==> src/rtl/freq_meter_if.sv <==
// Result bus of the frequency meter: enable in, measurement out.
`timescale 1ns/1ps
interface freq_meter_if #(
    parameter int CNT_W = 27
);
    logic             enable;
    logic [CNT_W-1:0] freq_count;
    logic             count_valid;
    logic             overflow;
    logic             busy;

    modport master (
        output enable,
        input  freq_count,
        input  count_valid,
        input  overflow,
        input  busy
    );

    modport slave (
        input  enable,
        output freq_count,
        output count_valid,
        output overflow,
        output busy
    );
endinterface

==> src/rtl/freq_meter.sv <==
// Counts rising edges of an asynchronous input over a gate window
// of GATE_CYCLES clk_100Mhz cycles and publishes the count.
`timescale 1ns/1ps
module freq_meter #(
    parameter int GATE_CYCLES = 100_000_000,
    parameter int CNT_W       = 27,
    parameter int SYNC_STAGES = 2
) (
    input  logic        clk_100Mhz,
    input  logic        rst,
    input  logic        sig_in,
    freq_meter_if.slave bus
);
    localparam int GATE_W = $clog2(GATE_CYCLES);
    localparam logic [GATE_W-1:0] GATE_LAST =
        GATE_W'(GATE_CYCLES - 1);
    localparam logic [CNT_W-1:0] CNT_MAX = '1;

    typedef enum logic [1:0] {
        IDLE,
        GATE,
        DONE
    } state_t;

    state_t                 state;
    logic [SYNC_STAGES-1:0] sync_q;
    logic                   hist_q;
    logic                   rise;
    logic [GATE_W-1:0]      gate_cnt;
    logic [CNT_W-1:0]       edge_cnt;
    logic [CNT_W-1:0]       edge_nxt;
    logic                   ovf;
    logic                   ovf_nxt;
    logic [CNT_W-1:0]       freq_q;
    logic                   ovf_q;
    logic                   valid_q;
    logic                   busy_q;

    // History tracks the synchroniser in every state, so a level
    // already high when the gate opens is never seen as an edge.
    always_ff @(posedge clk_100Mhz or posedge rst) begin
        if (rst) begin
            sync_q <= '0;
            hist_q <= 1'b0;
        end else begin
            sync_q <= {sync_q[SYNC_STAGES-2:0], sig_in};
            hist_q <= sync_q[SYNC_STAGES-1];
        end
    end

    assign rise = sync_q[SYNC_STAGES-1] & ~hist_q;

    always_comb begin
        edge_nxt = edge_cnt;
        ovf_nxt  = ovf;
        if (rise) begin
            if (edge_cnt == CNT_MAX) begin
                ovf_nxt = 1'b1;
            end else begin
                edge_nxt = edge_cnt + 1'b1;
            end
        end
    end

    // The result is latched on entry to DONE so that freq_count
    // already holds the new value while count_valid is high.
    always_ff @(posedge clk_100Mhz or posedge rst) begin
        if (rst) begin
            state    <= IDLE;
            gate_cnt <= '0;
            edge_cnt <= '0;
            ovf      <= 1'b0;
            freq_q   <= '0;
            ovf_q    <= 1'b0;
            valid_q  <= 1'b0;
            busy_q   <= 1'b0;
        end else begin
            valid_q <= 1'b0;
            unique case (state)
                IDLE: begin
                    gate_cnt <= '0;
                    edge_cnt <= '0;
                    ovf      <= 1'b0;
                    if (bus.enable) begin
                        state  <= GATE;
                        busy_q <= 1'b1;
                    end
                end
                GATE: begin
                    if (!bus.enable) begin
                        state  <= IDLE;
                        busy_q <= 1'b0;
                    end else begin
                        edge_cnt <= edge_nxt;
                        ovf      <= ovf_nxt;
                        if (gate_cnt == GATE_LAST) begin
                            state   <= DONE;
                            freq_q  <= edge_nxt;
                            ovf_q   <= ovf_nxt;
                            valid_q <= 1'b1;
                        end else begin
                            gate_cnt <= gate_cnt + 1'b1;
                        end
                    end
                end
                DONE: begin
                    gate_cnt <= '0;
                    edge_cnt <= '0;
                    ovf      <= 1'b0;
                    if (bus.enable) begin
                        state <= GATE;
                    end else begin
                        state  <= IDLE;
                        busy_q <= 1'b0;
                    end
                end
                default: begin
                    state  <= IDLE;
                    busy_q <= 1'b0;
                end
            endcase
        end
    end

    assign bus.freq_count  = freq_q;
    assign bus.count_valid = valid_q;
    assign bus.overflow    = ovf_q;
    assign bus.busy        = busy_q;
endmodule
==> src/flat_wrapper.sv <==
// flat-port wrapper written by rule: the top's interface ports become plain ports
module freq_meter_flat 
#(
    parameter int GATE_CYCLES = 100_000_000,
    parameter int CNT_W       = 27,
    parameter int SYNC_STAGES = 2
)
  (clk_100Mhz, rst, sig_in, bus_enable, bus_freq_count, bus_count_valid, bus_overflow, bus_busy);
  freq_meter_if #(.CNT_W(CNT_W)) bus_i ();
  input  logic clk_100Mhz;
  input  logic rst;
  input  logic sig_in;
  input wire logic [$bits(bus_i.enable)-1:0] bus_enable;
  output wire logic [$bits(bus_i.freq_count)-1:0] bus_freq_count;
  output wire logic [$bits(bus_i.count_valid)-1:0] bus_count_valid;
  output wire logic [$bits(bus_i.overflow)-1:0] bus_overflow;
  output wire logic [$bits(bus_i.busy)-1:0] bus_busy;
  assign bus_i.enable = bus_enable;
  assign bus_freq_count = bus_i.freq_count;
  assign bus_count_valid = bus_i.count_valid;
  assign bus_overflow = bus_i.overflow;
  assign bus_busy = bus_i.busy;
  freq_meter #(.GATE_CYCLES(GATE_CYCLES), .CNT_W(CNT_W), .SYNC_STAGES(SYNC_STAGES)) u_core (.clk_100Mhz(clk_100Mhz), .rst(rst), .sig_in(sig_in), .bus(bus_i));
endmodule
==> config.mk <==
export PLATFORM = sky130hd
export DESIGN_NAME = freq_meter_flat
export DESIGN_NICKNAME = d
export VERILOG_FILES = /design/src/rtl/freq_meter_if.sv /design/src/rtl/freq_meter.sv /design/src/flat_wrapper.sv
export SDC_FILE = /design/constraint.sdc
export NUM_CORES = 1
export LEC_CHECK = 0
export CAP_MARGIN = 10
export CORE_ASPECT_RATIO = 0.5
export CORE_MARGIN = 10
export CORE_UTILIZATION = 60
export CTS_BUF_LIST = sky130_fd_sc_hd__clkbuf_4 sky130_fd_sc_hd__clkbuf_8
export DETAILED_ROUTE_END_ITERATION = 10
export GPL_ROUTABILITY_DRIVEN = 0
export GPL_TIMING_DRIVEN = 0
export MAX_ROUTING_LAYER = met4
export PLACE_DENSITY = 0.81
export SLEW_MARGIN = 10
export SYNTH_ARGS = -nofsm -noshare
export SYNTH_HDL_FRONTEND = slang
export SYNTH_SLANG_ARGS = --single-unit
==> constraint.sdc <==
create_clock -name clk_100Mhz -period 5 [get_ports clk_100Mhz]
set_input_delay 0.75 -clock clk_100Mhz [delete_from_list [all_inputs] [get_ports clk_100Mhz]]
set_output_delay 0.75 -clock clk_100Mhz [all_outputs]
set_load 0.01 [all_outputs]
* After elaboration in Yosys (flattened, before gate mapping)
Cells that the tools add are included.
** Storage, ports and cells
- Flip-flop bits (word level) :: 90
- Input bits :: 4
- Output and inout port bits :: 30
- Word-level logic and storage cells :: 54
** Operators by class
- Mux-type cells :: 22
- Bitwise logic cells :: 2
- Reduce and logical (&&, ||, !) cells :: 9
- Add/sub/neg operators :: 2
- Equal/unequal tests :: 9
** Operator list (count)
- 27-bit two-way mux :: 5
- 27-bit case mux with 2 select lines :: 2
- 27-bit by 1-bit adder with 27-bit output, second input constant :: 2
- 27-bit == test, second input constant :: 2
- 1-bit two-way mux :: 9
- 2-bit inequality test, second input constant :: 4
- 2-bit two-way mux :: 3
- 2-bit case mux with 3 select lines :: 1
- 2-bit AND reduction :: 3
- 3-bit AND reduction :: 2
- 1-bit case mux with 2 select lines :: 2
- 2-bit OR reduction :: 2
- 3-bit by 2-bit inequality test with 1-bit output, second input constant :: 1
- 2-bit by 1-bit == test with 1-bit output, second input constant :: 1
- 2-bit == test, second input constant :: 1
- 2-bit logical NOT :: 1
- 2-bit nonzero test :: 1
- 1-bit AND :: 1
- 1-bit inverter :: 1

* Longest topological paths before layout
- Word-level depth :: 5
- Gate-level depth with buffers :: 9
- Mapped depth without buffers :: 7

* Worst setup path before layout
OpenSTA, ideal clock, no wires.
- Kind :: register to register
- From :: register u_core.state[1]
- To :: register u_core.gate_cnt[11]
- Required time :: 4.868 ns
- Buffers on the path :: 3
- Period minus slack after synthesis :: 2.203 ns
- Arrival :: 2.071 ns
- Path slack :: 2.797 ns
- Cell stages (with the launch flop) :: 10
- Setup time :: 0.132 ns
- Cell sequence :: dfrtp_1 -> inv_1 -> ha_1 -> clkbuf_1 -> a21o_1 -> clkbuf_1 -> nor2_1 -> a21boi_2 -> clkbuf_1 -> nor2_1
** Between the ends
- Cells in the longest elaborated chain, start to end :: 4
- Elaborated cells on any way between the ends :: 9
- Classes of those cells :: eq/ne: 4; mux: 1; reduce/logical: 4
** RTL lines
- from (decl) :: RTL line freq_meter.sv:25 : state_t state;
- from (signal assigned) :: RTL line freq_meter.sv:69 : state <= IDLE;
- from (signal assigned) :: RTL line freq_meter.sv:85 : state <= GATE;
- from (signal assigned) :: RTL line freq_meter.sv:91 : state <= IDLE;
- 2-bit == test or 2-bit logical NOT (tied branches) :: RTL line freq_meter.sv:79 : unique case (state)
- 2-bit OR reduction (no line)
- 2-bit nonzero test (no line)
- 3-bit AND reduction (no line)
- to (signal assigned) :: RTL line freq_meter.sv:102 : gate_cnt <= gate_cnt + 1'b1;
- to (decl) :: RTL line freq_meter.sv:29 : logic [GATE_W-1:0] gate_cnt;
Parallel ways exist; a longest one is shown, timed or not.
A chain may end at the register's enable or synchronous reset.

* Worst setup path after layout
- From :: input port bus_enable
- To :: register u_core.gate_cnt[16]
** Between the ends
- Cells in the longest elaborated chain, start to end :: 2
** RTL lines
- from (decl) :: RTL line flat_wrapper.sv:13 : input wire logic [$bits(bus_i.enable)-1:0] bus_enable;
- 2-bit inequality test (no line)
- 3-bit AND reduction (no line)
Every way passes these cells.

==> summary.txt <==
Floorplanning
  – Die footprint: 11960 µm²
  – Starting Density: 62.80%
  – Top-level I/O count: 34
  – Core ar.: 7460 µm²
  – Die X: 145.0 µm
  – # rows: 22
  – Chip height: 82.48 µm

Clock network
  – Clock Path Buffers: 2
  – Clock Latency Late Sink: 0.38 ns
  – CTS sink count: 90
  – CTS tree: yes
  – Setup Fix Bufs, Post-CTS: 0
  – H-Tree Depth: 3
  – Total CTS buffers: 9
  – CTS resizes: 0
  – # hold bufs at CTS: 0
  – Clock slew at reported path FFs: 0.09 ns
  – Root Buffer: clkbuf_8

Final layout
  – Fin nets: 568
  – # fillers: 586
  – Layout Cells excl Fill: 670
  – Share of layout cells above drive strength 1: 6.228%
  – FF+latch area: 2252 µm²
  – Diode count: 0
  – Area of the multi-input gates: 2245 µm²
  – Area Growth Syn to Fin: 15.33%

STA
  – Hold_ws: 0.3487 ns
  – Slew headroom: 36.79%
  – Sum of negative setup slack: 0 ns
  – RSZ-0062 raised after global routing: false
  – Skew final: 0.01090 ns
  – Final setup margin: 2.020 ns
  – Fin. Hold Viols: 0
  – Final setup violation count: 0
  – Achievable clock frequency: 335.6 MHz
  – Final Critical Period: 2.980 ns
  – Max Slew Vio Count: 0
  – Worst-Margin Slew: 0.9394 ns
  – Period utilization: 59.60%

Worst setup path
  – Worst setup EP type: flop
  – FF-to-FF setup slack: 2.18 ns
  – R2R Path Start: u_core.state[1]
  – Crit Path Max Fanout: 10
  – CP Launch Type: input port
  – Setup CP Type: input port to flop
  – Crit path arrival time: 3.23 ns
  – Worst Reg-to-Reg Cells: 9
  – Worst EP required: 5.25 ns
  – Worst r2r dst: u_core.gate_cnt[16]

Detailed routing
  – Routed vias: 3979
  – Detail Route Antenna Nets: 0
  – Via density: 5.939
  – Post-route DRC: 0
  – 1st-pass router iterations: 5
  – Post-Route WL: 10940 µm
  – Wire length per cell: 16.33 µm
  – Initial drt markers: 344

Synthesis
  – Leading area contributor after synthesis: dfrtp_1
  – Sequential area share after synthesis: 48.08%
  – Synth Cell Area: 4684 µm²
  – Most frequent cell after synthesis: dfrtp_1
  – Post-synthesis instance total: 512
  – Synth async-reset ratio: 100.0%
  – Avg Cell Area, Syn: 9.149 µm²
  – Synth top area cells: dfrtp_1 (48%), o21ai_0 (5.8%), xor2_1 (5.4%)
  – Synth cell count leaders: dfrtp_1 (90), nand2_1 (64), o21ai_0 (54)
  – Top cell type's share of synthesized area: 48.08%
  – Yosys Warn Count: 0
  – EDFF count, synth: 0
  – Top_reg_cell synth: dfrtp_1
  – Mapped Nets: 523
  – Unique cell type count in the Yosys netlist: 54
  – #FFs+latches synth: 90

Run
  – Max-cap violations: 0

Global route
  – Largest net degree at the start of global routing: 54
  – Grt ovf: 0
  – Vias in the first global route: 3914
  – Initial antenna violation count: 0
  – Total global-route track usage: 19.98%
  – First-pass GRT wire length: 18800 µm

Place
  – Port-buffer cells: 33
  – DP HPWL: 7717 µm
  – Post-placement worst setup slack: 1.669 ns
  – Placed insts: 654

Min path
  – Min-Delay Endpoint: u_core.sync_q[1]
  – Hold crit path type: flop to flop
  – Hold path depth: 0
  – Hold path start: u_core.sync_q[0]

Pwr
  – PwrDens: 309.8 nW/µm²
  – Leak pwr: 2.298 nW
  – IR drop worst, VDD: 0.1815 mV
  – Tot Pwr: 1.673 mW

Outcome
  – Status: completed
## flip-flops by register name, summed over array words and instances (netlist names)
name                    count
u_core.bus.freq_count      27
u_core.ovf                  1
u_core.gate_cnt            27
u_core.state                2
u_core.bus.count_valid      1
u_core.sync_q               2
u_core.hist_q               1
u_core.edge_cnt            27
u_core.bus.busy             1
u_core.bus.overflow         1
## stage by stage
| stage | utilization, % | cell area [µm²] |
|---|---|---|
| 2_1_floorplan | - | 4684 |
| 3_3_place_gp | 69.04 | 5150 |
| 3_5_place_dp | 69.44 | 5180 |
| 4_1_cts | 72.43 | 5403 |
| 5_1_grt | 72.43 | 5403 |
| 6_report | 72.43 | 5403 |
## cell usage in the layout (no fill, tap or decap), types with 12 or more instances in the layout
cell type,n
and3_1,14
o31ai_1,15
xnor2_1,12
nand3_1,33
clkdlybuf4s50_1,33
inv_1,17
dfrtp_1,90
xor2_1,29
a21oi_1,15
o21ai_0,54
clkbuf_1,20
nand4_1,14
nor2_1,40
nand2_1,64
## where the power goes
group          switching (mW)  internal (mW)  total, mW
combinational           0.251         0.0927      0.344
sequential             0.0220          0.747      0.769
clock                   0.261          0.299      0.560
total                   0.535           1.14       1.67
## worst max-delay path, stage by stage
cell             delay (ns)
clkdlybuf4s50_1        0.59
inv_1                  0.11
a21o_1                 0.23
clkbuf_1               0.28
nor2_1                 0.32
a21boi_2               0.46
clkbuf_1               0.38
nor2_1                 0.10
## kinds of logic (layout without fill, tap and decap cells)
| logic type | count (synthesis) | count (layout) | share of synthesized area (%) |
|---|---|---|---|
| adder cells (fa/ha/maj) | 7 | 7 | 1.870 |
| flip-flops | 90 | 90 | 48.08 |
| AND/OR/NAND/NOR | 205 | 205 | 22.12 |
| XOR/XNOR | 41 | 41 | 7.666 |
| multiplexers | 2 | 2 | 0.4274 |
| buffers and inverters | 46 | 96 | 4.006 |
| AO/OA/AOI/OAI | 121 | 121 | 15.84 |
## how the worst max path moves through the flow
stage	cells past startpoint	to	from
5_1_grt	8	u_core.gate_cnt[11]	bus_enable
6_report	8	u_core.gate_cnt[16]	bus_enable
2_1_floorplan	1	u_core.bus.busy	rst
3_3_place_gp	2	u_core.bus.freq_count[21]	rst
3_5_place_dp	8	u_core.gate_cnt[16]	bus_enable
4_1_cts	8	u_core.gate_cnt[16]	bus_enable
## per-layer routing
| metal | up-vias | routed length [µm] | track usage, % |
|---|---|---|---|
| met2 | 139 | 5043 | 32.42 |
| met1 | 1906 | 4901 | 24.13 |
| met3 | 20 | 841 | 5.751 |
| li1 | 1914 | - | - |
| met5 | - | 0 | - |
| met4 | 0 | 156 | 6.275 |
## final cells by class
class	count	share of cell area (%)
repair buffers	34	6.623
multi-input cells	376	41.55
clock buffers	11	2.686
plain buffers	28	2.223
flip-flops and latches	90	41.69
well taps	108	2.501
inverters	18	1.297
clock inverters	5	1.436
(Power assumes the default switching activity.)
